## config.mk

```make
export PLATFORM = sky130hd
export DESIGN_NAME = mem_port_arbiter_flat
export DESIGN_NICKNAME = d
export VERILOG_FILES = /design/src/rtl/mem_port_arbiter_pkg.sv /design/src/rtl/mem_port_arbiter_if.sv /design/src/rtl/mem_port_arbiter_sat_counter.sv /design/src/rtl/mem_port_arbiter.sv /design/src/flat_wrapper.sv
export SDC_FILE = /design/constraint.sdc
export NUM_CORES = 1
export LEC_CHECK = 0
export ABC_AREA = 1
export CAP_MARGIN = 5
export CORE_MARGIN = 1.5
export CORE_UTILIZATION = 35
export CTS_CLUSTER_DIAMETER = 30
export CTS_CLUSTER_SIZE = 10
export DETAILED_ROUTE_END_ITERATION = 7
export PLACE_DENSITY_LB_ADDON = 0.12
export SYNTH_ARGS = -nofsm -noshare
export SYNTH_HDL_FRONTEND = slang
export SYNTH_SLANG_ARGS = --single-unit
```

## constraint.sdc

```tcl
create_clock -name clk -period 1.8 [get_ports clk]
set_input_delay 0.36 -clock clk [delete_from_list [all_inputs] [get_ports clk]]
set_output_delay 0.36 -clock clk [all_outputs]
set_load 0.05 [all_outputs]
```

## src/rtl/mem_port_arbiter_pkg.sv

```systemverilog
`default_nettype none
// ---------------------------------------------------------------------------
// mem_port_arbiter_pkg : shared types for the single-port memory arbiter
// Rev 1.0
// ---------------------------------------------------------------------------
package mem_port_arbiter_pkg;

  localparam int WAIT_W = 16;

  typedef enum logic [1:0] {
    ARB_IDLE = 2'd0,
    ARB_OWN0 = 2'd1,
    ARB_OWN1 = 2'd2
  } arb_state_t;

  function automatic arb_state_t own_state(input logic idx);
    return idx ? ARB_OWN1 : ARB_OWN0;
  endfunction

endpackage
`default_nettype wire

```

## src/rtl/mem_port_arbiter_if.sv

```systemverilog
`default_nettype none
// ---------------------------------------------------------------------------
// mem_port_arbiter_if : requester and memory-side bus of the port arbiter
// Rev 1.0
// ---------------------------------------------------------------------------
interface mem_port_arbiter_if #(
  parameter int WIDTH  = 16,
  parameter int ADDR_W = 12
);
  logic [1:0]             req;
  logic [1:0]             lock;
  logic [1:0]             we;
  logic [1:0][ADDR_W-1:0] addr;
  logic [1:0][WIDTH-1:0]  wdata;
  logic [1:0]             gnt;
  logic [1:0]             rvalid;
  logic [WIDTH-1:0]       rdata;
  logic [ADDR_W-1:0]      mem_addr;
  logic [WIDTH-1:0]       mem_data;
  logic                   mem_wren;
  logic [WIDTH-1:0]       mem_q;
  logic [15:0]            wait_cycles;

  modport slave (
    input  req, lock, we, addr, wdata, mem_q,
    output gnt, rvalid, rdata, mem_addr, mem_data, mem_wren, wait_cycles
  );

  modport master (
    output req, lock, we, addr, wdata, mem_q,
    input  gnt, rvalid, rdata, mem_addr, mem_data, mem_wren, wait_cycles
  );
endinterface
`default_nettype wire

```

## src/rtl/mem_port_arbiter_sat_counter.sv

```systemverilog
`default_nettype none
// ---------------------------------------------------------------------------
// sat_counter : up-counter with synchronous clear that sticks at all-ones
// Rev 1.0
// ---------------------------------------------------------------------------
module sat_counter #(
  parameter int WIDTH = 16
) (
  input  wire logic             clk,
  input  wire logic             rst,
  input  wire logic             inc_i,
  input  wire logic             clr_i,
  output logic      [WIDTH-1:0] count_o
);

  logic [WIDTH-1:0] count_q;
  logic [WIDTH-1:0] count_d;

  always_comb begin
    count_d = count_q;
    if (clr_i) begin
      count_d = '0;
    end else if (inc_i && (count_q != '1)) begin
      count_d = count_q + WIDTH'(1);
    end
  end

  always_ff @(posedge clk or posedge rst) begin
    if (rst) begin
      count_q <= '0;
    end else begin
      count_q <= count_d;
    end
  end

  assign count_o = count_q;

endmodule
`default_nettype wire

```

## src/rtl/mem_port_arbiter.sv

```systemverilog
`default_nettype none
// ---------------------------------------------------------------------------
// mem_port_arbiter : two-requester arbiter with locked bursts for one memory port
// Rev 1.0
// ---------------------------------------------------------------------------
module mem_port_arbiter
  import mem_port_arbiter_pkg::*;
#(
  parameter int WIDTH     = 16,
  parameter int ADDR_W    = 12,
  parameter int MAX_BURST = 16
) (
  input  wire logic         clk,
  input  wire logic         rst,
  mem_port_arbiter_if.slave bus
);

  localparam int                   BEATS_W   = $clog2(MAX_BURST) + 1;
  localparam logic [BEATS_W-1:0]   BEATS_MAX = BEATS_W'(MAX_BURST);

  arb_state_t          state_q, state_d;
  logic                last_q, last_d;
  logic [BEATS_W-1:0]  beats_q, beats_d;
  logic [1:0]          rvalid_q, rvalid_d;
  logic [WIDTH-1:0]    rdata_q, rdata_d;

  logic                owned;
  logic                owner;
  logic                beat;
  logic                other_req;
  logic                cap_hit;
  logic                wait_inc;

  logic [1:0]          gnt;
  logic [ADDR_W-1:0]   mem_addr;
  logic [WIDTH-1:0]    mem_data;
  logic                mem_wren;

  assign owned     = (state_q != ARB_IDLE);
  assign owner     = (state_q == ARB_OWN1);
  assign beat      = owned & bus.req[owner];
  assign other_req = bus.req[~owner];
  assign cap_hit   = (beats_q + BEATS_W'(1)) >= BEATS_MAX;
  assign wait_inc  = (|bus.req) & ~beat;

  always_ff @(posedge clk or posedge rst) begin
    if (rst) begin
      state_q <= ARB_IDLE;
      last_q  <= 1'b1;
      beats_q <= '0;
    end else begin
      state_q <= state_d;
      last_q  <= last_d;
      beats_q <= beats_d;
    end
  end

  always_comb begin
    state_d = state_q;
    last_d  = last_q;
    case (state_q)
      ARB_IDLE: begin
        if (bus.req[0] && bus.req[1]) begin
          state_d = own_state(~last_q);
        end else if (bus.req[0]) begin
          state_d = ARB_OWN0;
        end else if (bus.req[1]) begin
          state_d = ARB_OWN1;
        end
      end
      ARB_OWN0, ARB_OWN1: begin
        if (!beat) begin
          state_d = other_req ? own_state(~owner) : ARB_IDLE;
        end else if (other_req && (!bus.lock[owner] || cap_hit)) begin
          // Yielding after a beat with the other side waiting flips priority.
          state_d = own_state(~owner);
          last_d  = owner;
        end
      end
      default: state_d = ARB_IDLE;
    endcase

    // Saturating at MAX_BURST keeps a long uncontested lock from wrapping.
    if ((state_d != state_q) || (state_d == ARB_IDLE)) begin
      beats_d = '0;
    end else if (beat && (beats_q != BEATS_MAX)) begin
      beats_d = beats_q + BEATS_W'(1);
    end else begin
      beats_d = beats_q;
    end
  end

  always_comb begin
    gnt      = '0;
    mem_addr = '0;
    mem_data = '0;
    mem_wren = 1'b0;
    if (owned) begin
      gnt[owner] = 1'b1;
      mem_addr   = bus.addr[owner];
      mem_data   = bus.wdata[owner];
      mem_wren   = bus.req[owner] & bus.we[owner];
    end
  end

  // The memory runs on the inverted clock, so mem_q is ready by the edge ending the beat.
  always_comb begin
    rvalid_d = bus.req & gnt & ~bus.we;
    rdata_d  = (|rvalid_d) ? bus.mem_q : rdata_q;
  end

  always_ff @(posedge clk or posedge rst) begin
    if (rst) begin
      rvalid_q <= '0;
      rdata_q  <= '0;
    end else begin
      rvalid_q <= rvalid_d;
      rdata_q  <= rdata_d;
    end
  end

  sat_counter #(
    .WIDTH (WAIT_W)
  ) u_wait_cnt (
    .clk     (clk),
    .rst     (rst),
    .inc_i   (wait_inc),
    .clr_i   (1'b0),
    .count_o (bus.wait_cycles)
  );

  assign bus.gnt      = gnt;
  assign bus.mem_addr = mem_addr;
  assign bus.mem_data = mem_data;
  assign bus.mem_wren = mem_wren;
  assign bus.rvalid   = rvalid_q;
  assign bus.rdata    = rdata_q;

endmodule
`default_nettype wire

```

## src/flat_wrapper.sv

```systemverilog
// flat-port wrapper written by rule: the top's interface ports become plain ports
module mem_port_arbiter_flat import mem_port_arbiter_pkg::*;
#(
  parameter int WIDTH     = 16,
  parameter int ADDR_W    = 12,
  parameter int MAX_BURST = 16
)
  (clk, rst, bus_req, bus_lock, bus_we, bus_addr, bus_wdata, bus_mem_q, bus_gnt, bus_rvalid, bus_rdata, bus_mem_addr, bus_mem_data, bus_mem_wren, bus_wait_cycles);
  mem_port_arbiter_if #(.WIDTH(WIDTH), .ADDR_W(ADDR_W)) bus_i ();
  input  wire logic clk;
  input  wire logic rst;
  input wire logic [$bits(bus_i.req)-1:0] bus_req;
  input wire logic [$bits(bus_i.lock)-1:0] bus_lock;
  input wire logic [$bits(bus_i.we)-1:0] bus_we;
  input wire logic [$bits(bus_i.addr)-1:0] bus_addr;
  input wire logic [$bits(bus_i.wdata)-1:0] bus_wdata;
  input wire logic [$bits(bus_i.mem_q)-1:0] bus_mem_q;
  output wire logic [$bits(bus_i.gnt)-1:0] bus_gnt;
  output wire logic [$bits(bus_i.rvalid)-1:0] bus_rvalid;
  output wire logic [$bits(bus_i.rdata)-1:0] bus_rdata;
  output wire logic [$bits(bus_i.mem_addr)-1:0] bus_mem_addr;
  output wire logic [$bits(bus_i.mem_data)-1:0] bus_mem_data;
  output wire logic [$bits(bus_i.mem_wren)-1:0] bus_mem_wren;
  output wire logic [$bits(bus_i.wait_cycles)-1:0] bus_wait_cycles;
  assign bus_i.req = bus_req;
  assign bus_i.lock = bus_lock;
  assign bus_i.we = bus_we;
  assign bus_i.addr = bus_addr;
  assign bus_i.wdata = bus_wdata;
  assign bus_i.mem_q = bus_mem_q;
  assign bus_gnt = bus_i.gnt;
  assign bus_rvalid = bus_i.rvalid;
  assign bus_rdata = bus_i.rdata;
  assign bus_mem_addr = bus_i.mem_addr;
  assign bus_mem_data = bus_i.mem_data;
  assign bus_mem_wren = bus_i.mem_wren;
  assign bus_wait_cycles = bus_i.wait_cycles;
  mem_port_arbiter #(.WIDTH(WIDTH), .ADDR_W(ADDR_W), .MAX_BURST(MAX_BURST)) u_core (.clk(clk), .rst(rst), .bus(bus_i));
endmodule
```

==> metrics.csv, run 1 <==
metric,value,unit
regToRegSetupSlack,-0.31,ns
io_pins,145,
dp_hpwl,6.70,mm
maxSlewViolCount,0,
timing.final.crit_share,1.17,
hp-class,in -> async,
die_h,87.7,um
placed_cells,557,
yosys_warnings,0,
worstPathMaxFanout,16,
wl_per_cell,15.3,um
reg2reg_to,u_core.bus.rdata[6],
dr.pass1.iters,4,
maxCapViolCount,0,
area_delta_synth_final,102,%
required,1.99,ns
syn_area,0.00251,mm^2
async_flop_share,1.00,
synth_cells,301,
h-tree-depth,2,
fin_setup_tns,-14.14,ns
cts_buffers,5,
root_buffer,clkbuf_8,
synth.avg_cell_area,8.33,um^2
synth_edf_count,0,
antenna_cells,0,
r2r_start,u_core.state_q[1],
post-route-util,0.739,
syn-num-nets,387,
slew_headroom,0.787,
fin_cells,575,
cts_tree,built,
numClockSinks,42,
peakVddDrop,0.897,mV
synth.distinct_cells,34,
worstMarginPinSlew,0.318,ns
powerDensity,2030,mW/mm^2
violations,negative setup slack,
synthFlopType,dfrtp_1,
hold_viol,0,
vias_per_cell,4.66,
ant_nets,0,
finalWeightedCongestion,0.871,
grt_max_degree,43,
synth-seq-area-share,0.419,
place_ws,-0.308,ns
rows,30,
clock_latency,0.30,ns
fin_crit,2.11,ns
p_total,10300,uW
core,0.00687,mm^2
grt-ovfl-total,0,
rsz0062_at_grt,true,
crit_type,reg -> reg,
routed_wl,8.80,mm
grt_pass1_wl,12.9,mm
skew,0.00799,ns
drive_gt1_frac,0.426,
r2r_cells,10,
final_common_cell,clkdlybuf4s50_1,
cts.clk_slew.worst_paths,0.09,ns
grtUsageTotal,0.219,
drt_iter0_markers,131,
grt_pass1_vias,2507,
dieWidth,87.7,um
clockBufferDepth,2,
layout_setup_ws,-0.311,ns
dr_total_vias,2682,
status,"finished, violations left",
nets,564,
final_cell_mix,"clkdlybuf4s50_1, buf_4, nand2_1",
drc,0,
synth_seq_cells,42,
p_leak,0.00234,uW
setup_viol,61,
clock.fmax,474,MHz
port-buffer-count,144,
dieArea,0.00768,mm^2
initial_utilization,0.365,
cp-end-kind,flip-flop,
startpoint,u_core.state_q[1],
antenna_found_initial,0,
startpoint_type,flip-flop,
arrival,2.30,ns
## cell type report
type	instances	area, um^2
timing repair buffer	182	2040
inverter	23	88.8
fill	523	1790
tap	96	120
clock inverter	3	45.0
multi-input combinational	224	1660
sequential	42	1060
clock buffer	5	68.8
## registers in the layout (all words and copies together), names as in the netlist
| name | count |
|---|---|
| u_core.beats_q | 5 |
| u_core.state_q | 2 |
| u_core.bus.rvalid | 2 |
| u_core.bus.rdata | 16 |
| u_core.u_wait_cnt.count_o | 16 |
| u_core.last_q | 1 |
## through the flow
stage / area [um^2] / hold WS, ns
3_3_place_gp: 4670 / 0.470
6_report: 5080 / 0.420
2_1_floorplan: 2740 / 0.426
5_1_grt: 5080 / 0.456
4_1_cts: 4910 / 0.427
3_5_place_dp: 4670 / 0.477
## routing by layer
layer / GRT usage / vias up / share of wire
li1: - / 1323 / -
met1: 0.280 / 1259 / 0.42
met2: 0.377 / 91 / 0.50
met3: 0.0471 / 9 / 0.060
met4: 0.0563 / 0 / 0.012
met5: 0 / - / 0
## timing repair
action	CTS	global route
buffers inserted	4	6
setup endpoints to repair	61	68
hold buffers	0	0
resized for setup	25	33
pin swaps	4	14
## synth_stat cells (4+ instances only)
cell      instances  share of area
mux2_2            6          0.027
dfrtp_1          41           0.41
clkbuf_1          8          0.012
ha_1              6          0.030
mux2_1           10          0.045
nand2_1          91           0.14
xnor2_1           4          0.014
xor2_1           13          0.045
nor2_1           20          0.030
o21ai_0           5          0.010
inv_2             5         0.0075
nand3_1          38          0.076
a21oi_1           4         0.0080
inv_1            17          0.025
## worst max-delay path, stage by stage, from the launching register on
cell and delay [ns]:
dfrtp_1 0.40, buf_6 0.13, ha_4 0.20, nor2_8 0.14
nand2_4 0.06, buf_4 0.13, buf_4 0.13, buf_6 0.11
o22ai_4 0.16, buf_12 0.19, mux2_1 0.33
## report_power, final
part | leakage [uW] | switching [uW] | internal, uW
Clock | 0.0000504 | 348 | 413
Sequential | 0.000521 | 252 | 1280
Combinational | 0.00177 | 4550 | 3470
Total | 0.00234 | 5150 | 5160
## kinds of logic (layout without fill, tap and decap cells)
group | count (synthesis) | in the layout | synth area share
simple gates | 171 | 171 | 0.323
fa+ha+maj | 6 | 6 | 0.0299
flops | 42 | 42 | 0.419
buf+inv | 35 | 213 | 0.0583
xor+xnor | 17 | 17 | 0.0594
mux | 16 | 16 | 0.0718
compound gates | 14 | 14 | 0.0384
## worst max-delay path by stage
stage                                     to  slack [ns]  cells past startpoint
3_3_place_gp   u_core.u_wait_cnt.count_o[15]       -0.23                      9
3_5_place_dp               u_core.beats_q[2]       -0.31                     12
5_1_grt                    u_core.beats_q[1]       -0.39                     17
4_1_cts                         bus_mem_wren       -0.25                      9
2_1_floorplan           u_core.bus.rdata[10]       -0.08                      8
6_report                 u_core.bus.rdata[6]       -0.31                     10
Power figures use the tool's default switching activity.
==> inputs of run 2 (changes only) <==
--- a/config.mk
+++ b/config.mk
@@ -8,11 +8,13 @@
 export ABC_AREA = 1
 export CAP_MARGIN = 5
 export CORE_MARGIN = 1.5
-export CORE_UTILIZATION = 35
+export CORE_UTILIZATION = 36
+export CTS_BUF_LIST = sky130_fd_sc_hd__clkbuf_8
 export CTS_CLUSTER_DIAMETER = 30
 export CTS_CLUSTER_SIZE = 10
 export DETAILED_ROUTE_END_ITERATION = 7
-export PLACE_DENSITY_LB_ADDON = 0.12
+export GPL_ROUTABILITY_DRIVEN = 0
+export PLACE_DENSITY = 0.8
 export SYNTH_ARGS = -nofsm -noshare
 export SYNTH_HDL_FRONTEND = slang
 export SYNTH_SLANG_ARGS = --single-unit
==> run 2 against run 1 <==
  * The flow still finishes with violations (negative setup slack)
  * Sequential cell count is the same
  * Sequential share of layout area shrank 1.1 points
  * Utilization grew 5.6 points
  * Fmax grew 0.45%
  * Worst hold slack is essentially flat
  * Combinational power grew 7.7%
  * Sequential power is essentially flat
  * First-iteration DRC count grew 6.1%
  * Via count grew 5.4%
  * Final cell count shrank 1.7%
  * Global-route usage grew 1.3 points
  * Largest cell class unchanged
  * Largest power group unchanged
==> metrics.csv, run 2 (synthesized netlist as in run 1, its figures left out) <==
metric,value,unit,change
dr.pass1.iters,4,,unchanged
routed_wl,10.3,mm,+17%
cp_num_buf_inv,4,,-1
required,1.44,ns,-0.55 ns
swShare,0.512,,+0.0130
port-buffer-count,144,,unchanged
grt_pass1_vias,2702,,+7.8%
regToRegSetupSlack,-0.25,ns,+0.06 ns
io_pins,145,,unchanged
cts_buffers,5,,unchanged
grtUsageTotal,0.232,,+0.0131
clock.fmax,476,MHz,+0.45%
drive_gt1_frac,0.499,,+0.0731
die_h,86.5,um,-1.4%
hp-class,in -> async,,
p_switching,5540,uW,+7.6%
p_comb_frac,0.799,,+0.021
area_delta_synth_final,114,%,
reg2reg_to,u_core.beats_q[2],,
clockPowerShare,0.059,,-0.015
p_int,5270,uW,+2.2%
drt_iter0_markers,139,,+6.1%
antenna_found_initial,0,,unchanged
cts_tree,built,,
fin_crit,2.10,ns,-0.00955 ns
numClockSinks,42,,unchanged
status,"finished, violations left",,
grt_pass1_wl,13.7,mm,+5.8%
startpoint_type,flip-flop,,
regArea,0.00106,mm^2,unchanged
worstMarginPinSlew,0.329,ns,+0.0111 ns
antenna_cells,0,,unchanged
skew,0.00754,ns,-0.000448 ns
worstPathMaxFanout,7,,-9
vias_per_cell,5.01,,+7.3%
ant_nets,0,,unchanged
r2r_start,u_core.state_q[0],,
cts-hold-fix-buffers,0,,unchanged
h-tree-depth,2,,unchanged
crit_type,reg -> out,,
peakVddDrop,1.02,mV,+13%
cts.clk_slew.worst_paths,0.09,ns,about the same
violations,negative setup slack,,
place_ws,-0.291,ns,+0.0171 ns
slew_headroom,0.779,,-0.00745
initial_utilization,0.371,,+0.00609
clockBufferDepth,2,,unchanged
root_buffer,clkbuf_8,,
dieWidth,86.5,um,-1.4%
arrival,1.74,ns,-0.56 ns
final_cell_mix,"clkdlybuf4s50_1, buf_4, nand2_1",,
dieArea,0.00748,mm^2,-2.7%
core,0.00676,mm^2,-1.6%
r2r_cells,17,,+7
clock_latency,0.30,ns,about the same
layout_setup_ws,-0.302,ns,+0.00955 ns
rsz0062_at_grt,true,,
timing.final.crit_share,1.17,,-0.00531
cp-end-kind,output port,,
grt-ovfl-total,0,,unchanged
powerDensity,2010,mW/mm^2,-0.84%
nets,570,,+1.1%
setup_viol,63,,+3.3%
hold_ws,0.420,ns,-0.0000860 ns
multi_input_comb_area,0.00187,mm^2,+13%
maxCapViolCount,0,,unchanged
hold_viol,0,,unchanged
cp_top_family,buffers and inverters,,
p_leak,0.00244,uW,+4.3%
wl_per_cell,18.2,um,+19%
rows,30,,unchanged
final_common_cell,clkdlybuf4s50_1,,
p_seq_frac,0.143,,-0.005
dp_hpwl,6.57,mm,-2.0%
post-route-util,0.795,,+0.0557
worst_path_largest_cell_delay,0.39,ns,about the same
grt_max_degree,43,,unchanged
fillers,387,,-26%
maxSlewViolCount,0,,unchanged
drc,0,,unchanged
dr_total_vias,2828,,+5.4%
crit_chain,inv_2 > ha_4 > buf_6 > clkbuf_16 > nand3_2 > nand2_4 > buf_12,,
critPathSlowestCell,dfrtp_1,,
run 2: cell count changes in the layout (fill, tap and decap cells not counted), sizes merged:
| cell | change |
|---|---|
| clkbuf | +3 |
| bufinv | -1 |
| inv | +1 |
| buf | +3 |
run 2: worst max path at each step:
stage | endpoint | depth (start not counted) | from
after floorplan | u_core.bus.rdata[10] | 8 | u_core.state_q[0]
after global placement | u_core.beats_q[4] | 12 | bus_req[1]
after detailed placement | u_core.beats_q[2] | 13 | bus_req[0]
after CTS | bus_mem_addr[3] | 7 | u_core.state_q[1]
after global routing | u_core.beats_q[4] | 17 | u_core.state_q[0]
final | bus_mem_data[13] | 7 | u_core.state_q[0]
run 2: metrics by stage:
stage / TNS, ns / cell area, um^2 / std cells / power [uW]
after global routing: -16.14 / 5370 / 565 / 11200
after global placement: -7.27 / 4680 / 541 / 8720
after CTS: -9.98 / 5000 / 557 / 10000
final: -11.87 / 5370 / 565 / 10800
after detailed placement: -9.63 / 4680 / 541 / 8860
after floorplan: -2.29 / 2740 / 301 / 5820
run 2: layout make-up:
cell class | instances | area share
repair buffers | 188 | 0.402
multi-input cells | 224 | 0.348
clock buffers | 5 | 0.0128
flip-flops and latches | 42 | 0.197
clock inverters | 3 | 0.00443
well taps | 80 | 0.0186
inverters | 23 | 0.0170
run 2: worst register-to-register path: stages, from the launching register on:
cell     delay [ns]
dfrtp_1        0.39
inv_2          0.11
ha_4           0.25
buf_6          0.13
nand2_2        0.04
nand2_2        0.08
nand3_4        0.11
nand2_4        0.10
nand2_2        0.05
nand2_1        0.06
nand2_1        0.06
nand2_1        0.09
nand2_2        0.06
nand2_2        0.10
nand2_2        0.07
nand2_2        0.08
nand3_4        0.09
nor2_2         0.09
run 2: timing repair:
action,4_1_cts,5_1_grt
cloned,1,3
endpoints found under the setup margin,63,67
buffers inserted,8,6
pin swaps,15,21
resized for setup,44,63
run 2: power by group through the flow:
| stage | clock, uW | combinational [uW] | sequential [uW] |
|---|---|---|---|
| after floorplan | 0 | 3360 | 2460 |
| after global placement | 0 | 7210 | 1510 |
| after detailed placement | 0 | 7340 | 1520 |
| after CTS | 648 | 7860 | 1520 |
| after global routing | 679 | 8980 | 1580 |
| final | 634 | 8640 | 1540 |
run 2: routing by layer:
layer | GRT usage | part of all wire
met1 | 0.280 | 0.40
met2 | 0.424 | 0.53
met3 | 0.0552 | 0.050
met4 | 0.0425 | 0.016
met5 | 0 | 0
==> patch 1 (flow settings as in run 1) <==
Make the reset (`rst`) synchronous in 3 clocked blocks.
--- a/src/rtl/mem_port_arbiter_sat_counter.sv
+++ b/src/rtl/mem_port_arbiter_sat_counter.sv
@@ -27,3 +27,3 @@
 
-  always_ff @(posedge clk or posedge rst) begin
+  always_ff @(posedge clk) begin
     if (rst) begin
--- a/src/rtl/mem_port_arbiter.sv
+++ b/src/rtl/mem_port_arbiter.sv
@@ -45,3 +45,3 @@
 
-  always_ff @(posedge clk or posedge rst) begin
+  always_ff @(posedge clk) begin
     if (rst) begin
@@ -111,3 +111,3 @@
 
-  always_ff @(posedge clk or posedge rst) begin
+  always_ff @(posedge clk) begin
     if (rst) begin
Check against the original RTL: differs if rst is asserted again (counterexample within 4 cycles, from zero or initial values and one cycle with rst high); with rst held inactive, the same outputs for 10 cycles.
==> patch 1 against run 1 <==
The flow still finishes with violations (setup timing); wire length grew 15%; area after synthesis shrank 2.2%; sequential cell count is the same; hold slack gained 0.086 ns; cell area grew 6.2%; worst setup slack gained 0.010 ns; critical path type is now reg -> out.
Power is not compared: it rests on default switching activity, and its combinational part moved more than twofold at a synthesized area within 25%.
==> patch 1: results <==
metrics = {
    "run_status": {
        "status": "complete, but fails checks",
        "violations": "setup timing",
    },
    "finish": {
        "final_area_mm2": 0.005393,
        "nFillCells": 453,
        "fin_util_pct": 79.37,
        "clock_area_share_pct": 2.552,
        "regArea_um2": 849.6,
        "multi_input_area_share_pct": 34.45,
        "nMultiInputCombCells": 292,
        "drive_gt1_share_pct": 41.48,
        "buffer_area_share_pct": 42.09,
        "nets": 666,
        "n_sequential_cell": 42,
        "nNonClkBuffers": 203,
    },
    "power": {
        "powerSeq_mw": 1.04,
    },
    "place": {
        "dpl_cell_area_mm2": 0.004634,
        "dpl.hpwl_um": 6679,
        "dp.cells": 643,
        "place_congestion": 0.8728,
    },
    "yosys": {
        "synth_cell_type_count": 33,
        "synth_nets": 473,
        "synthTopCellsByCount": "nand2_1, nor2_1, nand3_1",
        "netlist_top_cells_area": "dfxtp_1, nand2_1, nor2_1, nand3_1, o21ai_0",
        "synth_cells": 387,
        "async_flop_share_pct": 0,
    },
    "grt": {
        "grt_usage_pct": 24.92,
        "grt_pass1_vias": 3238,
        "grt_max_degree": 29,
    },
    "critical_path": {
        "critPathMaxFanout": 15,
        "worstPathArrival_ns": 1.74,
    },
    "drt": {
        "viasPerCell": 4.786,
        "wire_per_inst_um": 14.95,
    },
    "clocking": {
        "clockRootBuffer": "clkbuf_8",
    },
    "sta": {
        "fin_ws_ns": -0.3010,
        "setup-violations-final": 58,
        "fin_tns_setup_ns": -9.774,
        "slew_headroom_pct": 76.69,
        "fin_hold_ws_ns": 0.5061,
        "fin_worst_skew_ns": 0.01369,
    },
}
[patch 1: changes by cell type in the layout (fill, tap and decap cells not counted), sizes merged, moves of 3 or more]
cell	delta
buf	+21
dfrtp	-41
nand2	+14
nor2	+40
dfxtp	+42
inv	+11
a21oi	+12
mux2	-16
o21ai	+21
nand3	+3
xnor2	-3
nor3	+3
a31oi	-3
xor2	-9
[patch 1: critical path: stages, from the launching register on]
cell	delay, ns
dfxtp_2	0.37
inv_4	0.06
ha_4	0.18
buf_6	0.13
buf_4	0.14
buf_16	0.15
a211oi_4	0.24
buf_12	0.17
[patch 1: logic make-up after synthesis]
logic type	count (synthesis)	synth area share [%]
AO/OA/AOI/OAI	47	10.15
XOR/XNOR	5	1.785
flip-flops	42	34.27
AND/OR/NAND/NOR	234	42.12
adder cells (fa/ha/maj)	6	3.060
buffers and inverters	53	8.618
[patch 1: path summary, 6_finish.rpt]
path,depth (start not counted),to,start
max,7,bus_mem_wren,u_core.state_q[0]
min,2,u_core.u_wait_cnt.count_o[15],u_core.u_wait_cnt.count_o[15]
max reg2reg,18,u_core.beats_q[3],u_core.state_q[0]
min reg2reg,2,u_core.u_wait_cnt.count_o[15],u_core.u_wait_cnt.count_o[15]
[patch 1: what timing repair did]
action	4_1_cts	5_1_grt
pin swaps	20	18
cloned	3	0
endpoints found under the setup margin	59	67
setup buffers	20	7
gates resized for setup	77	28
[patch 1: routing by layer]
| layer | global-route usage [%] | routed length, um | part of all wire [%] |
|---|---|---|---|
| met4 | 7.038 | 188 | 1.9 |
| met3 | 5.905 | 504 | 5.0 |
| met2 | 47.23 | 5575 | 55 |
| met5 | 0 | 0 | 0 |
| met1 | 27.42 | 3851 | 38 |
==> patch 2 (settings of run 1) <==
Made on the original files. `WIDTH` is set to 16 in 4 places; all go to 24.
--- a/src/rtl/mem_port_arbiter_if.sv
+++ b/src/rtl/mem_port_arbiter_if.sv
@@ -6,3 +6,3 @@
 interface mem_port_arbiter_if #(
-  parameter int WIDTH  = 16,
+  parameter int WIDTH  = 24,
   parameter int ADDR_W = 12
--- a/src/rtl/mem_port_arbiter_sat_counter.sv
+++ b/src/rtl/mem_port_arbiter_sat_counter.sv
@@ -6,3 +6,3 @@
 module sat_counter #(
-  parameter int WIDTH = 16
+  parameter int WIDTH = 24
 ) (
--- a/src/rtl/mem_port_arbiter.sv
+++ b/src/rtl/mem_port_arbiter.sv
@@ -8,3 +8,3 @@
 #(
-  parameter int WIDTH     = 16,
+  parameter int WIDTH     = 24,
   parameter int ADDR_W    = 12,
--- a/src/flat_wrapper.sv
+++ b/src/flat_wrapper.sv
@@ -3,3 +3,3 @@
 #(
-  parameter int WIDTH     = 16,
+  parameter int WIDTH     = 24,
   parameter int ADDR_W    = 12,
Ports: changed (resized bus_mem_data, bus_mem_q, bus_rdata and bus_wdata); port bits go from 145 to 185. The function was not compared with the original's and may differ.
==> patch 2 against run 1 <==
The run still ends with setup timing left; hold slack got worse by 0.0028 ns; die area increased by 19%; wire length up 47%; clock power down 13%; worst setup slack improved by 0.026 ns; power rose by 38%; area after synthesis grew 20%; synthesized cell count grew 15%; count of clock-buffer cells in the layout increased by 1; cell area rose by 33%; sequential cell count increased by 8; first-iteration DRC count fell by 65%; critical endpoint is now bus_mem_addr[7]; highest routed layer unchanged.
==> patch 2: results <==
metrics = {
    "run_status": {
        "violations": "setup timing",
        "status": "complete, but fails checks",
    },
    "critical_path": {
        "slowest_delay_ns": 0.36,
        "r2r_end": "u_core.u_wait_cnt.count_o[15]",
        "rr_worst_depth": 14,
        "reg2reg_slack_ns": -0.24,
        "critPathMaxFanout": 19,
    },
    "yosys": {
        "synth_nets": 456,
        "synth_mux_area_share_pct": 11.47,
        "synth_cell_type_count": 38,
        "netlist_top_cells_area": "dfrtp_1, nor2_1, mux2_4, o21ai_0, nand2_1",
        "ys_seq_area_share_pct": 41.60,
        "synth_compound_area_share_pct": 10.10,
        "synthTopCellsByCount": "nor2_1, dfrtp_1, o21ai_0",
    },
    "grt": {
        "grt_pass1_wl_um": 16790,
        "grt_max_degree": 51,
        "grt_usage_pct": 24.03,
        "grt_pass1_vias": 3330,
    },
    "drt": {
        "viasPerCell": 4.993,
        "drtIter0Drc": 46,
    },
    "finish": {
        "nets": 686,
        "drive_gt1_share_pct": 54.94,
        "nFillCells": 441,
    },
    "sta": {
        "fin_ws_ns": -0.2853,
        "setup-violations-final": 82,
    },
    "place": {
        "dpl.hpwl_um": 8549,
        "place_congestion": 0.9665,
        "dp_worst_setup_slack_ns": -0.2868,
    },
}
-- patch 2: timing repair --
action | in CTS | in global routing
buffers inserted | 11 | 3
gates resized for setup | 92 | 80
pin swaps | 17 | 22
gates cloned | 5 | 2
hold buffers | 0 | 0
setup endpoints to repair | 72 | 87
-- patch 2: report_power, final --
| group | internal (mW) | total (mW) | switching [mW] |
|---|---|---|---|
| clock network | 0.282 | 0.664 | 0.382 |
| logic | 5.18 | 11.7 | 6.51 |
| registers | 1.54 | 1.83 | 0.296 |
| total | 7.00 | 14.2 | 7.18 |
-- patch 2: area by class of cell --
class                      count  area, um2  area share, %
tap                          105      131.4          1.940
multi-input combinational    255       2361          34.87
sequential                    50       1255          18.54
clock inverter                 2      17.52         0.2587
inverter                      26      110.1          1.626
clock buffer                   6      72.57          1.072
timing repair buffer         238       2823          41.69
-- patch 2: through the flow --
stage | power, mW | instance area [um2] | instances
final | 14.18 | 6770 | 682
after global routing | 14.76 | 6770 | 682
after CTS | 13.45 | 6401 | 678
after detailed placement | 11.70 | 5814 | 654
after global placement | 11.56 | 5814 | 654
after floorplan | 7.703 | 3354 | 346
-- patch 2: kinds of logic (layout without fill, tap and decap cells) --
family | after synthesis | after routing
xor+xnor | 17 | 17
buf+inv | 41 | 272
simple gates | 156 | 156
fa+ha+maj | 6 | 6
flops | 50 | 50
mux | 24 | 24
compound gates | 52 | 52
-- patch 2: per-layer routing --
| layer | wire (um) | track usage, % | vias to the layer above |
|---|---|---|---|
| met5 | 0 | 0 | - |
| met4 | 552 | 9.926 | 0 |
| met3 | 963 | 6.003 | 34 |
| met2 | 6679 | 41.73 | 135 |
| met1 | 4723 | 28.12 | 1644 |
| li1 | - | - | 1592 |
